$ cat config.mk
export PLATFORM = sky130hd
export DESIGN_NAME = jk_cmd_sequencer
export DESIGN_NICKNAME = d
export VERILOG_FILES = /design/src/rtl/jk_seq_pkg.sv /design/src/rtl/jk_seq_timer.sv /design/src/rtl/jk_cmd_sequencer.sv
export SDC_FILE = /design/constraint.sdc
export NUM_CORES = 1
export LEC_CHECK = 0
export CORE_AREA = 2 2 39 41
export CTS_CLUSTER_SIZE = 28
export DETAILED_ROUTE_END_ITERATION = 8
export DIE_AREA = 0 0 41 43
export HOLD_SLACK_MARGIN = 0.15
export MAX_ROUTING_LAYER = met4
export PLACE_DENSITY = 0.81
export SLEW_MARGIN = 20
export SYNTH_ARGS = -nofsm -noshare
export SYNTH_HDL_FRONTEND = slang
export SYNTH_HIERARCHICAL = 1
export SYNTH_SLANG_ARGS = --single-unit
$ cat constraint.sdc
create_clock -name clk -period 4.7 [get_ports clk]
set_clock_uncertainty 0.1 [all_clocks]
set_input_delay 0.705 -clock clk [delete_from_list [all_inputs] [get_ports clk]]
set_output_delay 0.705 -clock clk [all_outputs]
set_load 0.01 [all_outputs]
$ cat src/rtl/jk_seq_pkg.sv
// Shared op/state encodings and the op-to-J/K mapping for the JK latch command sequencer.
package jk_seq_pkg;

    typedef enum logic [1:0] {
        OP_HOLD   = 2'b00,
        OP_RESET  = 2'b01,
        OP_SET    = 2'b10,
        OP_TOGGLE = 2'b11
    } op_e;

    typedef enum logic [2:0] {
        ST_IDLE   = 3'd0,
        ST_SETUP  = 3'd1,
        ST_PULSE  = 3'd2,
        ST_SETTLE = 3'd3,
        ST_CHECK  = 3'd4
    } state_e;

    // Returns {J, K} for a command.
    function automatic logic [1:0] jk_of(input op_e op);
        logic [1:0] jk;
        case (op)
            OP_RESET:  jk = 2'b01;
            OP_SET:    jk = 2'b10;
            OP_TOGGLE: jk = 2'b11;
            default:   jk = 2'b00;
        endcase
        return jk;
    endfunction

endpackage

$ cat src/rtl/jk_seq_timer.sv
// Loadable down-counter: load a count on state entry, expired while the count is zero.
// Holds at zero rather than wrapping.
module jk_seq_timer #(
    parameter int unsigned W = 2
) (
    input  logic         i_clk,
    input  logic         i_rst,
    input  logic         i_load,
    input  logic [W-1:0] i_value,
    output logic         o_expired
);

    logic [W-1:0] r_cnt;

    always_ff @(posedge i_clk or posedge i_rst) begin
        if (i_rst) begin
            r_cnt <= '0;
        end else if (i_load) begin
            r_cnt <= i_value;
        end else if (r_cnt != '0) begin
            r_cnt <= r_cnt - 1'b1;
        end
    end

    assign o_expired = (r_cnt == '0);

endmodule

$ cat src/rtl/jk_cmd_sequencer.sv
// Drives J/K/En of a JK latch through setup/pulse/settle/check per command and tracks expected Q.
// JK_SEQ_CHECK_EN builds in the sticky Q-mismatch flag; otherwise err is tied low.
module jk_cmd_sequencer
    import jk_seq_pkg::*;
#(
    parameter int unsigned EN_PULSE = 2,
    parameter int unsigned SETTLE   = 1
) (
    input  logic       clk,
    input  logic       rst,
    input  logic       cmd_valid,
    input  logic [1:0] cmd_op,
    output logic       cmd_ready,
    output logic       J,
    output logic       K,
    output logic       En,
    input  logic       q_in,
    output logic       done,
    output logic       q_known,
    output logic       err
);

    localparam int unsigned TMAX = (EN_PULSE > SETTLE) ? EN_PULSE : SETTLE;
    localparam int unsigned TW   = (TMAX < 1) ? 1 : $clog2(TMAX + 1);

    // Loaded values are one less than the stay length: the entry cycle counts.
    localparam logic [TW-1:0] PULSE_LD  = TW'(EN_PULSE - 1);
    localparam logic [TW-1:0] SETTLE_LD = TW'(SETTLE - 1);

    state_e        r_state, w_state_nxt;
    op_e           r_op;
    logic          r_j, r_k, r_en, r_done, r_ready;
    logic          r_exp_q, r_q_known;
    logic          w_accept;
    logic          w_tmr_load, w_tmr_expired;
    logic [TW-1:0] w_tmr_value;
    logic [1:0]    w_jk_nxt;
    logic          w_en_nxt, w_done_nxt, w_ready_nxt;
    logic          w_exp_q_nxt, w_q_known_nxt;

    assign w_accept = cmd_valid && r_ready;

    jk_seq_timer #(.W(TW)) u_timer (
        .i_clk     (clk),
        .i_rst     (rst),
        .i_load    (w_tmr_load),
        .i_value   (w_tmr_value),
        .o_expired (w_tmr_expired)
    );

    always_ff @(posedge clk or posedge rst) begin
        if (rst) begin
            r_state <= ST_IDLE;
            r_op    <= OP_HOLD;
        end else begin
            r_state <= w_state_nxt;
            if (w_accept) begin
                r_op <= op_e'(cmd_op);
            end
        end
    end

    // Outputs are registered from the current state, so they trail the state by one cycle;
    // ready is the exception and drops on the accept edge itself.
    always_comb begin
        w_state_nxt   = r_state;
        w_tmr_load    = 1'b0;
        w_tmr_value   = '0;
        w_jk_nxt      = 2'b00;
        w_en_nxt      = 1'b0;
        w_done_nxt    = 1'b0;
        w_ready_nxt   = 1'b0;
        w_exp_q_nxt   = r_exp_q;
        w_q_known_nxt = r_q_known;
        case (r_state)
            ST_IDLE: begin
                w_ready_nxt = !w_accept;
                if (w_accept) begin
                    w_state_nxt = ST_SETUP;
                end
            end
            ST_SETUP: begin
                w_jk_nxt   = jk_of(r_op);
                w_tmr_load = 1'b1;
                if (r_op == OP_HOLD) begin
                    w_state_nxt = ST_SETTLE;
                    w_tmr_value = SETTLE_LD;
                end else begin
                    w_state_nxt = ST_PULSE;
                    w_tmr_value = (r_op == OP_TOGGLE) ? '0 : PULSE_LD;
                end
            end
            ST_PULSE: begin
                w_jk_nxt = jk_of(r_op);
                w_en_nxt = 1'b1;
                if (w_tmr_expired) begin
                    w_state_nxt = ST_SETTLE;
                    w_tmr_load  = 1'b1;
                    w_tmr_value = SETTLE_LD;
                end
            end
            ST_SETTLE: begin
                w_jk_nxt = jk_of(r_op);
                if (w_tmr_expired) begin
                    w_state_nxt = ST_CHECK;
                end
            end
            ST_CHECK: begin
                w_done_nxt  = 1'b1;
                w_state_nxt = ST_IDLE;
                case (r_op)
                    OP_RESET: begin
                        w_exp_q_nxt   = 1'b0;
                        w_q_known_nxt = 1'b1;
                    end
                    OP_SET: begin
                        w_exp_q_nxt   = 1'b1;
                        w_q_known_nxt = 1'b1;
                    end
                    OP_TOGGLE: begin
                        if (r_q_known) begin
                            w_exp_q_nxt = ~r_exp_q;
                        end
                    end
                    default: ;
                endcase
            end
            default: w_state_nxt = ST_IDLE;
        endcase
    end

    always_ff @(posedge clk or posedge rst) begin
        if (rst) begin
            r_j       <= 1'b0;
            r_k       <= 1'b0;
            r_en      <= 1'b0;
            r_done    <= 1'b0;
            r_ready   <= 1'b1;
            r_exp_q   <= 1'b0;
            r_q_known <= 1'b0;
        end else begin
            r_j       <= w_jk_nxt[1];
            r_k       <= w_jk_nxt[0];
            r_en      <= w_en_nxt;
            r_done    <= w_done_nxt;
            r_ready   <= w_ready_nxt;
            r_exp_q   <= w_exp_q_nxt;
            r_q_known <= w_q_known_nxt;
        end
    end

`ifdef JK_SEQ_CHECK_EN
    logic r_err;
    logic w_mismatch;

    assign w_mismatch = (r_state == ST_CHECK) && w_q_known_nxt && (q_in != w_exp_q_nxt);

    always_ff @(posedge clk or posedge rst) begin
        if (rst) begin
            r_err <= 1'b0;
        end else if (w_mismatch) begin
            r_err <= 1'b1;
        end
    end

    assign err = r_err;
`else
    // Readback is only compared when checking is built in.
    assign err = q_in & 1'b0;
`endif

    assign cmd_ready = r_ready;
    assign J         = r_j;
    assign K         = r_k;
    assign En        = r_en;
    assign done      = r_done;
    assign q_known   = r_q_known;

endmodule

==> metrics <==
largest net degree at the start of global routing=12; I/O Buffers=10; Overall Power=a little over 500 uW; Tcrit/Tclk final=a little under half; total global-route track usage=15.7%; post-synthesis cell count=between 50 and 60; clk sink count=13; setup_tns=0 ns; Critical Path RT=3.89 ns; most frequent cells in the layout=dfrtp_1 (12), clkdlybuf4s50_1 (10), inv_1 (6), ha_1 (6), nand2_1 (4); area of the multi-input gates=~300 um2; antenna viol nets, final=0; clock input transition at the sequential cells of the worst setup and hold paths=0.07 ns; Core ar.=1380 um2; dpl hpwl=763 um; DRC violations left=0; area grow syn2layout=20.9%; number of synthesized register bits=13; Chip Height=between 40 and 50 um; Stages on worst setup path=1; r2r endpoint=u_timer/r_cnt[0]; leak pwr=~0.00038 uW; Hold-fix buffers, CTS=0; RSZ-0062 raised after global routing=false; post-synthesis cell type count=27; number of global-route vias before repair=406; final WL=1.01 mm; Min-Delay Path Class=flip-flop to flip-flop; Ys Warns=6; worst path cell trace=clkdlybuf4s50_1; first-pass GRT wire length=1.79 mm; Pins Over Slew Limit=0; CTS buffer count=3; Vias=427; layout cells sized above 1=20.8%; slowest cell on the critical path=dfstp_2; DR vias/cell=4.85; max cap viols=0; Reg area=roughly 330 um2; fin crit period=2.13 ns; drt first pass iters=3; global placer's final weighted congestion=0.703; worst r2r src=u_timer/r_cnt[1]; PwrDens=652 nW/um2; synthesized area per cell=roughly 11 um2; TritonCTS clock tree=yes; setup bufs post-CTS=0; fillers=125; # rows=14; post-place instance area=a little under 800 um2; crit path max fanout=2; Post-synth ARST share=100%; critical path endpoint=cmd_ready; Worst VDD drop=0.000243 V; Syn Std Cell Area=658 um2; ANT cells=0; fmax=469 MHz; WL/cell=11.5 um; setup violators final=0; Crit. End Element=output port; clk buf depth=2; Root Buffer=clkbuf_4; # H-tree levels=1; CP bufs+invs=1; clock insertion delay at the later pin of the skew report=0.27 ns; CP Launch Type=flip-flop; commonest non-fill, non-tap cell in the layout=dfrtp_1; # IOs=13; Die X=41 um; critical path arrival=~1.3 ns; endpoints failing hold=0; Die Area=1760 um2; Final nets=85; Post-CTS Resized=0; sequential fraction of the synthesis area=49.6%; grt ovf=0; ys flop type=dfrtp_1; EDFF count, synth=0; Starting DRT DRC Count=7; r2r setup slk=3.07 ns; FF-to-FF path depth=6; Worst Setup SP=cmd_ready; max incr delay on CP=approximately 0.53 ns; status=complete, no violations; cell family with most CP delay=flip-flops; design area=796 um2; CP Class=flip-flop to output port; antenna violations before repair=0; initial core utilization=47.6%
-- sequential cells by signal, summed over array words and instances (netlist names) --
signal and cells:
J 1, En 1, u_timer/r_cnt 2, q_known 1, r_op 2, cmd_ready 1, r_state 3, K 1
done 1
-- layout make-up --
type	instances	share of cell area [%]
clock buffer	4	3.30
inverter	6	2.83
multi-input combinational	39	37.7
sequential	13	41.0
tap	16	2.52
timing repair buffer	10	12.6
-- report_power, final --
| group | total (uW) | switching (uW) | internal (uW) |
|---|---|---|---|
| sequential | 215 | 49.5 | 165 |
| clock | 68.5 | 35.6 | 32.9 |
| combinational | 235 | 106 | 129 |
-- per-stage QoR --
stage               cells  utilization [%]  worst slack, ns  hold slack [ns]
floorplan              60                -             3.22            0.346
global placement       84             55.6             2.76            0.339
detailed placement     84             55.6             2.76            0.348
CTS                    88             57.5             2.55            0.365
global route           88             57.5             2.53            0.389
finish                 88             57.5             2.57            0.362
-- cells in the mapped netlist, types with 2 or more instances --
master	number	share of area [%]
dfrtp_1	12	46
ha_1	6	11
inv_1	6	3.4
nand2_1	4	2.3
mux2_2	3	5.1
nor2_1	3	1.7
nor2_2	2	1.9
nor3_1	2	1.5
nor3b_1	2	2.3
o21ai_0	2	1.5
-- worst min-delay path by stage --
stage                       start          endpoint  cells past startpoint
final                     q_known           q_known                      1
after global routing      q_known           q_known                      1
after CTS                 q_known           q_known                      1
after detailed placement  q_known           q_known                      1
after global placement    q_known           q_known                      1
after floorplan               rst  u_timer/r_cnt[0]                      1
-- cell families (layout without fill, tap and decap cells) --
| group | after synthesis | count (layout) | share of synthesized area, % |
|---|---|---|---|
| buf+inv | 8 | 20 | 5.32 |
| compound gates | 6 | 6 | 6.65 |
| mux | 3 | 3 | 5.13 |
| simple gates | 21 | 21 | 20.0 |
| xor+xnor | 1 | 1 | 1.33 |
| other cells | 1 | 2 | 0.570 |
| flops | 13 | 13 | 49.6 |
| fa+ha+maj | 6 | 6 | 11.4 |
-- metal layers --
layer  global-route usage (%)  share of wire (%)  routed length, um  vias up
met5                        -                  0                  0        -
met4                     12.0                3.8                 38        0
met3                     3.14                2.5                 25        4
met2                     19.1                 45                460        8
met1                     22.1                 48                489      200
li1                         -                  -                  -      215
Note: power is estimated with default switching activity, not from simulation.
